--- config.mk ---
export PLATFORM = sky130hd
export DESIGN_NAME = uart_cmd_host_flat
export DESIGN_NICKNAME = d
export VERILOG_FILES = /design/src/rtl/uart_cmd_host_pkg.sv /design/src/rtl/uart_cmd_host_if.sv /design/src/rtl/uart_cmd_host_cmd_fifo.sv /design/src/rtl/uart_cmd_host.sv /design/src/flat_wrapper.sv
export SDC_FILE = /design/constraint.sdc
export NUM_CORES = 1
export LEC_CHECK = 0
export CAP_MARGIN = 10
export CORE_MARGIN = 8
export CORE_UTILIZATION = 45
export DETAILED_ROUTE_END_ITERATION = 6
export GPL_ROUTABILITY_DRIVEN = 0
export PLACE_DENSITY = 0.66
export SLEW_MARGIN = 20
export SYNTH_ARGS = -nofsm -noshare
export SYNTH_HDL_FRONTEND = slang
export SYNTH_SLANG_ARGS = --single-unit
--- constraint.sdc ---
create_clock -name clk -period 3.05 [get_ports clk]
set_clock_uncertainty 0.05 [all_clocks]
set_input_delay 0.7625 -clock clk [delete_from_list [all_inputs] [get_ports clk]]
set_output_delay 0.7625 -clock clk [all_outputs]
set_load 0.005 [all_outputs]
--- src/rtl/uart_cmd_host_pkg.sv ---
// Shared types and constants for the UART command host.
//   host_state_e : host FSM state encoding
//   CMD_GO       : command byte that starts the Segway
//   CMD_STOP     : command byte that stops the Segway (sent on abort)
package uart_cmd_host_pkg;

    typedef enum logic [2:0] {
        StIdle,
        StIssue,
        StWaitDone,
        StGap,
        StAbortIssue,
        StAbortWait
    } host_state_e;

    localparam logic [7:0] CMD_GO   = 8'h67;
    localparam logic [7:0] CMD_STOP = 8'h73;

endpackage

--- src/rtl/uart_cmd_host_if.sv ---
// Bundle between a command source and the command host, plus the UART_tx handshake.
//   master : control side (en, loop_mode, gap_cycles, push/push_data, abort) and tx_done
//   slave  : the host (trmt, tx_data, full, empty, ovf, busy, sent_cnt)
interface uart_cmd_host_if #(
    parameter int unsigned DATA_W = 8,
    parameter int unsigned GAP_W  = 16,
    parameter int unsigned CNT_W  = 8
);
    logic              en;
    logic              loop_mode;
    logic [GAP_W-1:0]  gap_cycles;
    logic              push;
    logic [DATA_W-1:0] push_data;
    logic              abort;
    logic              tx_done;
    logic              trmt;
    logic [DATA_W-1:0] tx_data;
    logic              full;
    logic              empty;
    logic              ovf;
    logic              busy;
    logic [CNT_W-1:0]  sent_cnt;

    modport master (
        output en, loop_mode, gap_cycles, push, push_data, abort, tx_done,
        input  trmt, tx_data, full, empty, ovf, busy, sent_cnt
    );

    modport slave (
        input  en, loop_mode, gap_cycles, push, push_data, abort, tx_done,
        output trmt, tx_data, full, empty, ovf, busy, sent_cnt
    );
endinterface

--- src/rtl/uart_cmd_host_cmd_fifo.sv ---
// Command FIFO: circular buffer of DEPTH entries (power of 2) with an occupancy count.
//   clk, rst_n   : clock, synchronous active-low reset
//   flush        : synchronous clear of pointers and count
//   push, wdata  : write request and data (accepted when not full, or when popping too)
//   pop, rdata   : read request; rdata shows the head entry combinationally
//   full, empty  : occupancy flags
//   count        : number of stored entries, 0..DEPTH
module uart_cmd_host_cmd_fifo #(
    parameter int unsigned DATA_W = 8,
    parameter int unsigned DEPTH  = 8,
    localparam int unsigned PTR_W = $clog2(DEPTH),
    localparam int unsigned CNT_W = $clog2(DEPTH + 1)
) (
    input  logic              clk,
    input  logic              rst_n,
    input  logic              flush,
    input  logic              push,
    input  logic              pop,
    input  logic [DATA_W-1:0] wdata,
    output logic [DATA_W-1:0] rdata,
    output logic              full,
    output logic              empty,
    output logic [CNT_W-1:0]  count
);
    logic [DATA_W-1:0] mem_q [DEPTH];
    logic [PTR_W-1:0]  wptr_q, rptr_q;
    logic [CNT_W-1:0]  count_q;
    logic              do_push, do_pop;

    assign full    = (count_q == CNT_W'(DEPTH));
    assign empty   = (count_q == '0);
    assign count   = count_q;
    assign rdata   = mem_q[rptr_q];
    assign do_pop  = pop && !empty;
    // A pop in the same cycle frees the slot, so a write into a full FIFO is allowed then.
    assign do_push = push && (!full || do_pop);

    always_ff @(posedge clk) begin
        if (!rst_n || flush) begin
            wptr_q  <= '0;
            rptr_q  <= '0;
            count_q <= '0;
        end else begin
            if (do_push) wptr_q <= wptr_q + PTR_W'(1);
            if (do_pop)  rptr_q <= rptr_q + PTR_W'(1);
            case ({do_push, do_pop})
                2'b10:   count_q <= count_q + CNT_W'(1);
                2'b01:   count_q <= count_q - CNT_W'(1);
                default: count_q <= count_q;
            endcase
        end
    end

    always_ff @(posedge clk) begin
        if (do_push) mem_q[wptr_q] <= wdata;
    end
endmodule

--- src/rtl/uart_cmd_host.sv ---
// Command host: queues command bytes and streams them to a UART transmitter with a
// programmable idle gap after each completion, an optional replay loop and a priority
// abort that flushes the queue and sends ABORT_CMD.
//   clk, rst_n : clock, synchronous active-low reset
//   bus        : slave side of uart_cmd_host_if
//                inputs  en, loop_mode, gap_cycles, push, push_data, abort, tx_done
//                outputs trmt, tx_data, full, empty, ovf, busy, sent_cnt
module uart_cmd_host
    import uart_cmd_host_pkg::*;
#(
    parameter int unsigned       DATA_W    = 8,
    parameter int unsigned       DEPTH     = 8,
    parameter int unsigned       GAP_W     = 16,
    parameter int unsigned       CNT_W     = 8,
    parameter logic [DATA_W-1:0] ABORT_CMD = DATA_W'(CMD_STOP)
) (
    input logic           clk,
    input logic           rst_n,
    uart_cmd_host_if.slave bus
);
    localparam int unsigned FCNT_W = $clog2(DEPTH + 1);

    host_state_e       state_q, state_d;
    logic [DATA_W-1:0] tx_data_q, tx_data_d;
    logic [GAP_W-1:0]  gap_q, gap_d;
    logic [CNT_W-1:0]  sent_q, sent_d;
    logic              abort_q, abort_d;
    logic              ovf_q, ovf_d;

    logic              abort_pend, pop, flush, loop_push, ext_push, fifo_push;
    logic [DATA_W-1:0] fifo_wdata, fifo_rdata;
    logic              fifo_full, fifo_empty;
    logic [FCNT_W-1:0] fifo_count;

    // A pulse arriving this cycle acts immediately; the latch keeps it until ABORT_CMD completes.
    assign abort_pend = abort_q || bus.abort;
    assign flush      = (state_q == StIdle) && abort_pend;
    assign pop        = (state_q == StIdle) && !abort_pend && bus.en && (fifo_count != '0);
    // In loop mode the popped byte takes the write port, so an external push loses.
    assign loop_push  = pop && bus.loop_mode;
    assign ext_push   = bus.push && !fifo_full && !loop_push && !flush;
    assign fifo_push  = loop_push || ext_push;
    assign fifo_wdata = loop_push ? fifo_rdata : bus.push_data;
    assign ovf_d      = bus.push && !ext_push;

    uart_cmd_host_cmd_fifo #(
        .DATA_W (DATA_W),
        .DEPTH  (DEPTH)
    ) u_fifo (
        .clk   (clk),
        .rst_n (rst_n),
        .flush (flush),
        .push  (fifo_push),
        .pop   (pop),
        .wdata (fifo_wdata),
        .rdata (fifo_rdata),
        .full  (fifo_full),
        .empty (fifo_empty),
        .count (fifo_count)
    );

    always_ff @(posedge clk) begin
        if (!rst_n) state_q <= StIdle;
        else        state_q <= state_d;
    end

    always_comb begin
        state_d = state_q;
        unique case (state_q)
            StIdle: begin
                if (abort_pend) state_d = StAbortIssue;
                else if (pop)   state_d = StIssue;
            end
            StIssue:    state_d = StWaitDone;
            StWaitDone: begin
                if (bus.tx_done) begin
                    state_d = (abort_pend || bus.gap_cycles == '0) ? StIdle : StGap;
                end
            end
            StGap: begin
                if (abort_pend || gap_q == GAP_W'(1)) state_d = StIdle;
            end
            StAbortIssue: state_d = StAbortWait;
            StAbortWait: begin
                if (bus.tx_done) state_d = StIdle;
            end
            default: state_d = StIdle;
        endcase
    end

    always_comb begin
        bus.trmt = (state_q == StIssue) || (state_q == StAbortIssue);
        bus.busy = (state_q != StIdle);
    end

    always_comb begin
        tx_data_d = tx_data_q;
        gap_d     = gap_q;
        sent_d    = sent_q;
        abort_d   = abort_q || bus.abort;
        case (state_q)
            StIdle: begin
                if (abort_pend) tx_data_d = ABORT_CMD;
                else if (pop)   tx_data_d = fifo_rdata;
            end
            StWaitDone: begin
                if (bus.tx_done) begin
                    sent_d = sent_q + CNT_W'(1);
                    gap_d  = bus.gap_cycles;
                end
            end
            StGap: gap_d = gap_q - GAP_W'(1);
            StAbortWait: begin
                // Clearing wins over a fresh pulse here so repeated aborts yield one stop byte.
                if (bus.tx_done) begin
                    sent_d  = sent_q + CNT_W'(1);
                    abort_d = 1'b0;
                end
            end
            default: ;
        endcase
    end

    always_ff @(posedge clk) begin
        if (!rst_n) begin
            tx_data_q <= '0;
            gap_q     <= '0;
            sent_q    <= '0;
            abort_q   <= 1'b0;
            ovf_q     <= 1'b0;
        end else begin
            tx_data_q <= tx_data_d;
            gap_q     <= gap_d;
            sent_q    <= sent_d;
            abort_q   <= abort_d;
            ovf_q     <= ovf_d;
        end
    end

    assign bus.tx_data  = tx_data_q;
    assign bus.full     = fifo_full;
    assign bus.empty    = fifo_empty;
    assign bus.ovf      = ovf_q;
    assign bus.sent_cnt = sent_q;
endmodule

--- src/flat_wrapper.sv ---
// flat-port wrapper written by rule: the top's interface ports become plain ports
module uart_cmd_host_flat import uart_cmd_host_pkg::*;
#(
    parameter int unsigned       DATA_W    = 8,
    parameter int unsigned       DEPTH     = 8,
    parameter int unsigned       GAP_W     = 16,
    parameter int unsigned       CNT_W     = 8,
    parameter logic [DATA_W-1:0] ABORT_CMD = DATA_W'(CMD_STOP)
)
  (clk, rst_n, bus_en, bus_loop_mode, bus_gap_cycles, bus_push, bus_push_data, bus_abort, bus_tx_done, bus_trmt, bus_tx_data, bus_full, bus_empty, bus_ovf, bus_busy, bus_sent_cnt);
  uart_cmd_host_if #(.DATA_W(DATA_W), .GAP_W(GAP_W), .CNT_W(CNT_W)) bus_i ();
  input logic clk;
  input logic rst_n;
  input wire logic [$bits(bus_i.en)-1:0] bus_en;
  input wire logic [$bits(bus_i.loop_mode)-1:0] bus_loop_mode;
  input wire logic [$bits(bus_i.gap_cycles)-1:0] bus_gap_cycles;
  input wire logic [$bits(bus_i.push)-1:0] bus_push;
  input wire logic [$bits(bus_i.push_data)-1:0] bus_push_data;
  input wire logic [$bits(bus_i.abort)-1:0] bus_abort;
  input wire logic [$bits(bus_i.tx_done)-1:0] bus_tx_done;
  output wire logic [$bits(bus_i.trmt)-1:0] bus_trmt;
  output wire logic [$bits(bus_i.tx_data)-1:0] bus_tx_data;
  output wire logic [$bits(bus_i.full)-1:0] bus_full;
  output wire logic [$bits(bus_i.empty)-1:0] bus_empty;
  output wire logic [$bits(bus_i.ovf)-1:0] bus_ovf;
  output wire logic [$bits(bus_i.busy)-1:0] bus_busy;
  output wire logic [$bits(bus_i.sent_cnt)-1:0] bus_sent_cnt;
  assign bus_i.en = bus_en;
  assign bus_i.loop_mode = bus_loop_mode;
  assign bus_i.gap_cycles = bus_gap_cycles;
  assign bus_i.push = bus_push;
  assign bus_i.push_data = bus_push_data;
  assign bus_i.abort = bus_abort;
  assign bus_i.tx_done = bus_tx_done;
  assign bus_trmt = bus_i.trmt;
  assign bus_tx_data = bus_i.tx_data;
  assign bus_full = bus_i.full;
  assign bus_empty = bus_i.empty;
  assign bus_ovf = bus_i.ovf;
  assign bus_busy = bus_i.busy;
  assign bus_sent_cnt = bus_i.sent_cnt;
  uart_cmd_host #(.DATA_W(DATA_W), .DEPTH(DEPTH), .GAP_W(GAP_W), .CNT_W(CNT_W), .ABORT_CMD(ABORT_CMD)) u_core (.clk(clk), .rst_n(rst_n), .bus(bus_i));
endmodule
==> summary.md, run 1 <==
| Metric | Value |
|---|---|
| Critical Path Sink Type | output port |
| Critical Path Max Stage Delay | 590 ps |
| Asr flop ratio synth | 0% |
| Nets@finish | roughly 530 |
| Fin. max-slew vios | 0 |
| Most frequent cell after synthesis | edfxtp_1 |
| Hold WC Path Type | reg -> reg |
| Yosys top cell area share | 38.1% |
| Number of gates resized after CTS | 0 |
| Status | finished, final reports clean |
| Final setup viols | 0 |
| Dpl cell area | slightly below 6000 um2 |
| MaxCap Viol Count | 0 |
| Mapped Nets | 446 |
| PortBufs | 51 |
| WP data required | roughly 2200 ps |
| Final Critical Period | ~2700 ps |
| Total gr overflow | 0 |
| Critical path startpoint category | register |
| Max_slew headroom | between 60% and 70% |
| Slew of the pin with the lowest slew margin | 501 ps |
| Total track usage | 16.4% |
| Clock sink count | approximately 110 |
| CTS buffer count | 17 |
| Crit path max-delay family | buffers and inverters |
| Post-synth EDFFs | 64 |
| Synth area leaders | edfxtp_1, dfxtp_1, mux4_2 |
| Min-delay src | u_core.u_fifo.wptr_q[0] |
| Mapped Cells | 407 |
| Warnings, synthesis | 0 |
| Core Box Area | about 11000 um2 |
| Die area | roughly 15000 um2 |
| Fill cell count | about 860 |
| Final antenna-violating net count | 0 |
| WHS Endpoint | u_core.u_fifo.wptr_q[0] |
| Period utilisation layout | between 80 and 90% |
| Vias in the first global route | approximately 3700 |
| Reg2reg end | u_core.u_fifo.count[2] |
| Distinct cells, synth | between 50 and 60 |
| DP Wirelength | about 8000 um |
| Post-route DRC | 0 |
| Peak VDD IR | ~0.45 mV |
| Vias | between 3000 and 4000 |
| Crit-path cells | nor4b_2 -> clkdlybuf4s50_1 |
| Crit Path Max Fanout | 8 |
| Largest net degree at the start of global routing | 24 |
| Diode count | 0 |
| # hold bufs at CTS | 0 |
| Hold Crit Depth | 2 |
| RSZ-0062 raised after global routing | no |
| P&R area growth vs syn | 28.7% |
| Critical path's slowest cell | clkdlybuf4s50_1 |
| Data arrival at the endpoint of the critical path | 1900 ps |
| Htree depth | 4 |
| Setup Buffers After CTS | 0 |
| Top FF cell, synth | edfxtp_1 |
| Die height | between 100 and 150 um |
| Sequential share of the synthesized area | approximately 58% |
| Cell taking the most area after synthesis | edfxtp_1 |
| Die outline width | between 100 and 150 um |
| Pre-CTS WS | -134 ps |
| Avg Cell Area, Syn | between 10 and 15 um2 |
| Initial antenna violation count | 0 |
| CTS root buf | clkbuf_8 |
| R2R setup slack | between 400 and 500 ps |
| Most frequent cells after synthesis | edfxtp_1, dfxtp_1, nor2_1 |
| Clk slew on worst S/H paths | ~60 ps |
| I/O pin count | between 50 and 60 |
| Fmax | approximately 0.37 GHz |
| Cell Area, Synth | around 5000 um2 |
| Initial Utilization | 46.3% |
| Clk_lat worst skew | 510 ps |
| Num rows | 38 |
| Reg2reg path depth | 11 |
| Post-DR wirelength/cell | around 18 um |
| Final worst slack | 340 ps |
| First-pass detailed-route iteration total | 4 |
| CTS tree | yes |
| Critical path type | reg -> out |
| WP buf/inv | 1 |
| Post-layout instance area | ~6500 um2 |
| Worst r2r src | u_core.state_q[0] |
| Share of layout cells above drive strength 1 | between 20% and 30% |
| Initial DRC Count | approximately 280 |
| First-pass GRT wire length | between 15000 and 20000 um |
| Power per cell area | roughly 660 nW/um2 |
| Final wirelength | about 12000 um |
| Vias per cell | 5.58 |
| Fin. Hold Viols | 0 |
| CTS max path bufs | 2 |
| LEAKAGE | between 2 and 2.5 nW |
| Number of synthesized register bits | around 110 |
==> flip-flops by register name (all words and copies together) (netlist names), 3 cells and up, named ones only <==
register and count:
u_core.state_q 3, u_core.u_fifo.mem_q 64, u_core.bus.tx_data 8, u_core.u_fifo.wptr_q 3, u_core.u_fifo.count 4, u_core.gap_q 16, u_core.bus.sent_cnt 8, u_core.u_fifo.rptr_q 3
==> worst max path at each step <==
stage,cells after the start,end,startpoint,slack (ps)
after floorplan,11,u_core.u_fifo.count[2],bus_abort,240
after global placement,12,u_core.u_fifo.count[2],bus_loop_mode,-120
after global routing,11,u_core.u_fifo.count[2],u_core.state_q[0],170
final,2,bus_full,u_core.u_fifo.count[1],340
after CTS,2,bus_full,u_core.u_fifo.count[1],140
after detailed placement,12,u_core.u_fifo.count[2],bus_loop_mode,-130
==> cell families (layout without fill, tap and decap cells) <==
family,count (synthesis),after routing,synth area share [%]
buffers and inverters,32,125,2.58
and+or+nand+nor,125,125,13.2
DFF,114,114,58.0
AOI/OAI and AO/OA,76,76,9.90
muxes,38,38,12.0
xor gates and xnor gates,14,14,2.43
adders and majority gates,8,8,1.99
==> stage by stage <==
stage,hold WS (ps),power [mW],util [%],TNS (ps),std cells
6_report,439,4.30,59.6,0,640
5_1_grt,464,4.46,59.6,0,640
4_1_cts,444,4.33,59.5,0,640
3_5_place_dp,432,2.36,54.2,-134,610
3_3_place_gp,416,2.34,54.2,-118,610
2_1_floorplan,404,2.11,-,0,407
==> power by group <==
| part | switching [mW] | internal, mW |
|---|---|---|
| sequential | 0.0483 | 1.70 |
| clock | 0.665 | 1.31 |
| combinational | 0.287 | 0.293 |
==> metal layers <==
metal / vias up / GRT usage, % / share of wire [%]
li1: 1710 / - / -
met1: 1763 / 18.1 / 41
met2: 82 / 29.0 / 52
met3: 14 / 4.86 / 5.3
met4: 0 / 6.48 / 1.2
met5: - / 0 / 0
==> worst reg2reg max path, stage by stage, from the launching register on <==
cell     delay [ps]
dfxtp_1         300
or3_1           430
o32a_1          370
nor2_1          140
inv_1            70
ha_1            220
xor2_1          150
ha_1            190
a21oi_1         140
xor2_1           90
or3_1           300
a21oi_1         130
==> final cells by class <==
class | instances | area [um2] | area share [%]
Tap cell | 140 | 175 | 2.70
Clock buffer | 18 | 418 | 6.44
Multi-Input combinational cell | 261 | 1990 | 30.7
Timing Repair Buffer | 84 | 771 | 11.9
Inverter | 11 | 41.3 | 0.636
Sequential cell | 114 | 2920 | 45.0
Clock inverter | 12 | 166 | 2.56
==> layout by cell type (no fill, tap or decap), types with 6 or more instances in the layout <==
master / count
edfxtp_1: 64
clkdlybuf4s50_1: 51
dfxtp_1: 50
nor2_1: 41
buf_4: 32
a21oi_1: 29
nand2_1: 21
mux2_2: 18
mux4_2: 16
clkbuf_16: 16
nor3_1: 10
inv_1: 9
xor2_1: 9
nor4_1: 8
ha_1: 8
nor3b_1: 7
o21ai_0: 7
nand3_1: 7
or3_1: 6
o22ai_1: 6
Note: power is estimated with default switching activity, not from simulation.
==> inputs of run 2 (changes only) <==
--- a/config.mk
+++ b/config.mk
@@ -9,7 +9,6 @@
 export CORE_MARGIN = 8
 export CORE_UTILIZATION = 45
 export DETAILED_ROUTE_END_ITERATION = 6
-export GPL_ROUTABILITY_DRIVEN = 0
 export PLACE_DENSITY = 0.66
 export SLEW_MARGIN = 20
 export SYNTH_ARGS = -nofsm -noshare
==> results of run 2 <==
Same layout as run 1: the final DEF is identical, and so are final timing and power.
==> inputs of run 3 (changes only) <==
--- a/config.mk
+++ b/config.mk
@@ -5,12 +5,13 @@
 export SDC_FILE = /design/constraint.sdc
 export NUM_CORES = 1
 export LEC_CHECK = 0
-export CAP_MARGIN = 10
+export CAP_MARGIN = 20
 export CORE_MARGIN = 8
 export CORE_UTILIZATION = 45
 export DETAILED_ROUTE_END_ITERATION = 6
-export PLACE_DENSITY = 0.66
+export PLACE_DENSITY = 0.65
 export SLEW_MARGIN = 20
 export SYNTH_ARGS = -nofsm -noshare
 export SYNTH_HDL_FRONTEND = slang
+export SYNTH_HIERARCHICAL = 1
 export SYNTH_SLANG_ARGS = --single-unit
==> run 3 against run 2 <==
Count of clock-buffer cells in the layout is 1 lower; wire length is 7.1% higher; utilization is 1.7 points lower; critical path depth is 12 higher; register-to-register slack hardly changed; sequential share of layout area is 2.3 points lower; combinational power grew to 2.7 times the previous value; synthesized cell count is 8.1% higher; critical path type is now in -> reg; critical endpoint is now u_core/u_fifo/count[3].
==> summary.md, run 3 <==
| Metric | Value |
|---|---|
| Setup TNS | 0 ps (unchanged) |
| Critical path's slowest cell | clkdlybuf4s50_1 (unchanged) |
| Post-DR wirelength/cell | 18.3 um (was 18.2 um) |
| Final antenna-violating net count | 0 (unchanged) |
| Mapped Nets | 479 (was 446) |
| Final setup viols | 0 (unchanged) |
| Final wirelength | 12500 um (was 11700 um) |
| Reg2reg end | u_core/u_fifo/count[3] (was u_core.u_fifo.count[2]) |
| Cell Area, Synth | 5360 um2 (was 5040 um2) |
| Utilization of the core after routing | 57.8% (was 59.6%) |
| Slew of the pin with the lowest slew margin | 796 ps (was 501 ps) |
| Dpl cell area | 6290 um2 (was 5900 um2) |
| Post-synth EDFFs | 64 (unchanged) |
| Synth Area in Adders | 2.19% (was 1.99%) |
| Critical Path Sink Type | register (was output port) |
| Final worst slack | 148 ps (was 340 ps) |
| Crit path max-delay family | simple AND/OR/NAND/NOR gates (was buffers and inverters) |
| Initial DRC Count | 321 (was 275) |
| Die height | 125 um (was 122 um) |
| PortBufs | 51 (unchanged) |
| Diode count | 0 (unchanged) |
| CTS buffer count | 17 (unchanged) |
| Clock sink count | 114 (unchanged) |
| Die area | 15700 um2 (was 14800 um2) |
| Asr flop ratio synth | 0% (unchanged) |
| Mux cell area share after synthesis | 12.3% (was 12.0%) |
| Share of layout cells above drive strength 1 | 22.8% (was 21.6%) |
| Top FF cell, synth | edfxtp_1 (unchanged) |
| Avg Cell Area, Syn | 12.2 um2 (was 12.4 um2) |
| Peak VDD IR | 0.542 mV (was 0.446 mV) |
| Initial antenna violation count | 0 (unchanged) |
| Fmax | 0.345 GHz (was 0.369 GHz) |
| Compound-gate portion of the synthesized area | 10.1% (was 9.90%) |
| Critical path startpoint category | input pin (was register) |
| Sequential Area | 2920 um2 (unchanged) |
| Clk slew on worst S/H paths | 60 ps (about the same) |
| Vias | 3869 (was 3569) |
| Setup Buffers After CTS | 0 (unchanged) |
| Non-Filler Instances | 683 (was 640) |
| WP buf/inv | 4 (was 1) |
| Most frequent cells after synthesis | edfxtp_1, dfxtp_1, nor2_1 (unchanged) |
| Fill cell count | 976 (was 861) |
| Crit-path cells | clkdlybuf4s50_1 -> or2_2 -> or3_4 -> clkinv_8 -> nand2_8 -> nand2_2 -> inv_4 -> nand2b_4 -> inv_2 -> ha_4 -> nand3_4 -> a211oi_2 -> nand3b_1 -> a31oi_1 (was nor4b_2 -> clkdlybuf4s50_1) |
| Data arrival at the endpoint of the critical path | 3130 ps (was 1900 ps) |
| Largest net degree at the start of global routing | 29 (was 24) |
| Distinct cells, synth | 68 (was 56) |
| DP Wirelength | 8760 um (was 8050 um) |
| Status | finished, final reports clean (unchanged) |
| Cell taking the most area after synthesis | edfxtp_1 (unchanged) |
| Total gr overflow | 0 (unchanged) |
| Most frequent cell after synthesis | edfxtp_1 (unchanged) |
| Max reg flops | 64 (unchanged) |
| MaxCap Viol Count | 0 (unchanged) |
| Most common cell after layout, fill and taps aside | edfxtp_1 (unchanged) |
| Yosys top cell area share | 35.8% (was 38.1%) |
| Num rows | 40 (was 38) |
| Clk_lat worst skew | 410 ps (was 510 ps) |
| Post-route DRC | 0 (unchanged) |
| Final Critical Period | 2900 ps (was 2710 ps) |
| Biggest regs | u_core/u_fifo/mem_q x64, u_core/gap_q x16 (was u_core.u_fifo.mem_q x64, u_core.gap_q x16) |
| R2R setup slack | 410 ps (about the same) |
| LEAKAGE | 2.44 nW (was 2.29 nW) |
| Xor/xnor cell area share of the yosys netlist | 2.61% (was 2.43%) |
| Critical path type | in -> reg (was reg -> out) |
| Vias per cell | 5.66 (was 5.58) |
| Fin. Hold Viols | 0 (unchanged) |
| WP data required | 3280 ps (was 2240 ps) |
| Die outline width | 125 um (was 122 um) |
| Pre-CTS WS | -339 ps (was -134 ps) |
| Power per cell area | 771 nW/um2 (was 662 nW/um2) |
| Hold WS | 441 ps (was 439 ps) |
| Max_slew headroom | 46.4% (was 66.5%) |
| CTS root buf | clkbuf_16 (was clkbuf_8) |
| P&R area growth vs syn | 27.4% (was 28.7%) |
| Critical Path Max Stage Delay | 430 ps (was 590 ps) |
| Simple-Gate Fraction of Synth Area | 15.0% (was 13.2%) |
| Multi-input combinational cell area | 2350 um2 (was 1990 um2) |
| CTS tree | yes (unchanged) |
| Period utilisation layout | 95.1% (was 88.9%) |
| First-pass detailed-route iteration total | 4 (unchanged) |
| Setup crit end | u_core/u_fifo/count[3] (was bus_full) |
| Hold WC Path Type | reg -> reg (unchanged) |
| Placer congestion estimate | 0.853 (was 0.819) |
| Sequential share of the synthesized area | 54.5% (was 58.0%) |
| Dpl cells | 651 (was 610) |
| First-pass GRT wire length | 19800 um (was 18700 um) |
| Final Total Pwr | 5.27 mW (was 4.30 mW) |
| I/O pin count | 52 (unchanged) |
| Most frequent cells in the layout | edfxtp_1, clkdlybuf4s50_1, dfxtp_1, nor2_1, buf_4 (unchanged) |
| Nets@finish | 562 (was 528) |
| Reg2reg path depth | 13 (was 11) |
| Stages on worst setup path | 14 (was 2) |
| Warnings, synthesis | 6 (was 0) |
| Critical path startpoint | bus_abort (was u_core.u_fifo.count[1]) |
| Total track usage | 16.2% (was 16.4%) |
| CTS max path bufs | 2 (unchanged) |
| Vias in the first global route | 3965 (was 3717) |
| Core Box Area | 11800 um2 (was 10900 um2) |
| Worst r2r src | u_core/state_q[2] (was u_core.state_q[0]) |
| Crit Path Max Fanout | 4 (was 8) |
| Mapped Cells | 440 (was 407) |
| Largest family of logic cells by synthesized area | simple AND/OR/NAND/NOR gates (unchanged) |
| Largest reg by FF count | u_core/u_fifo/mem_q (was u_core.u_fifo.mem_q) |
| Post-layout instance area | 6830 um2 (was 6490 um2) |
| Synth area leaders | edfxtp_1, dfxtp_1, mux4_1 (was edfxtp_1, dfxtp_1, mux4_2) |
| Fin. max-slew vios | 0 (unchanged) |
| Initial Utilization | 45.4% (was 46.3%) |
| Number of synthesized register bits | 114 (unchanged) |
| RSZ-0062 raised after global routing | no (unchanged) |
| Htree depth | 4 (unchanged) |
run 3: cell types whose count changed in the layout (fill, tap and decap cells not counted), sizes merged, moves of 6 or more:
cell / previous run / this run
a21oi: 29 / 18
nand3: 7 / 16
nand2b: 2 / 9
nor2: 41 / 47
o21ai: 8 / 16
nor3: 10 / 19
run 3: area by class of cell:
| cell class | count | share of cell area [%] |
|---|---|---|
| timing repair buffer | 88 | 11.5 |
| multi-input combinational | 292 | 34.4 |
| sequential | 114 | 42.8 |
| tap | 147 | 2.69 |
| clock buffer | 17 | 6.23 |
| clock inverter | 15 | 1.65 |
| inverter | 10 | 0.769 |
run 3: kinds of logic (layout without fill, tap and decap cells):
family	Yosys count	in the layout
mux	37	37
simple gates	154	154
flops	114	114
buf+inv	34	130
compound gates	76	76
fa+ha+maj	9	9
xor+xnor	16	16
run 3: metal layers:
layer  share of wire (%)  wire length (um)  GRT usage [%]
met2                  50              6190           27.2
met1                  42              5280           18.5
met4                 2.3               283           7.38
met5                   0                 0              0
met3                 5.8               729           5.10
run 3: worst min path at each step:
stage          depth (start not counted)               endpoint             startpoint
2_1_floorplan                          2       u_core/gap_q[15]       u_core/gap_q[15]
5_1_grt                                2  u_core/bus.tx_data[2]  u_core/bus.tx_data[2]
3_3_place_gp                           2       u_core/gap_q[15]       u_core/gap_q[15]
6_report                               2  u_core/bus.tx_data[2]  u_core/bus.tx_data[2]
4_1_cts                                2       u_core/gap_q[15]       u_core/gap_q[15]
3_5_place_dp                           2       u_core/gap_q[15]       u_core/gap_q[15]
run 3: repair_timing:
action                                  4_1_cts  5_1_grt
gates resized for setup                       0        1
endpoints found under the setup margin        0        1
hold buffers                                  0        0
run 3: report_power, final:
| part | leakage (nW) | total, mW | switching [mW] | internal [mW] |
|---|---|---|---|---|
| combinational | 1.19 | 1.55 | 0.812 | 0.733 |
| clock | 0.260 | 1.77 | 0.734 | 1.04 |
| sequential | 0.986 | 1.94 | 0.146 | 1.80 |
| total | 2.44 | 5.27 | 1.69 | 3.57 |
run 3: tightest hold or removal path, stage by stage (launching register included):
cell and delay, ps:
dfxtp_1 320, nand3_1 60, a21oi_1 60
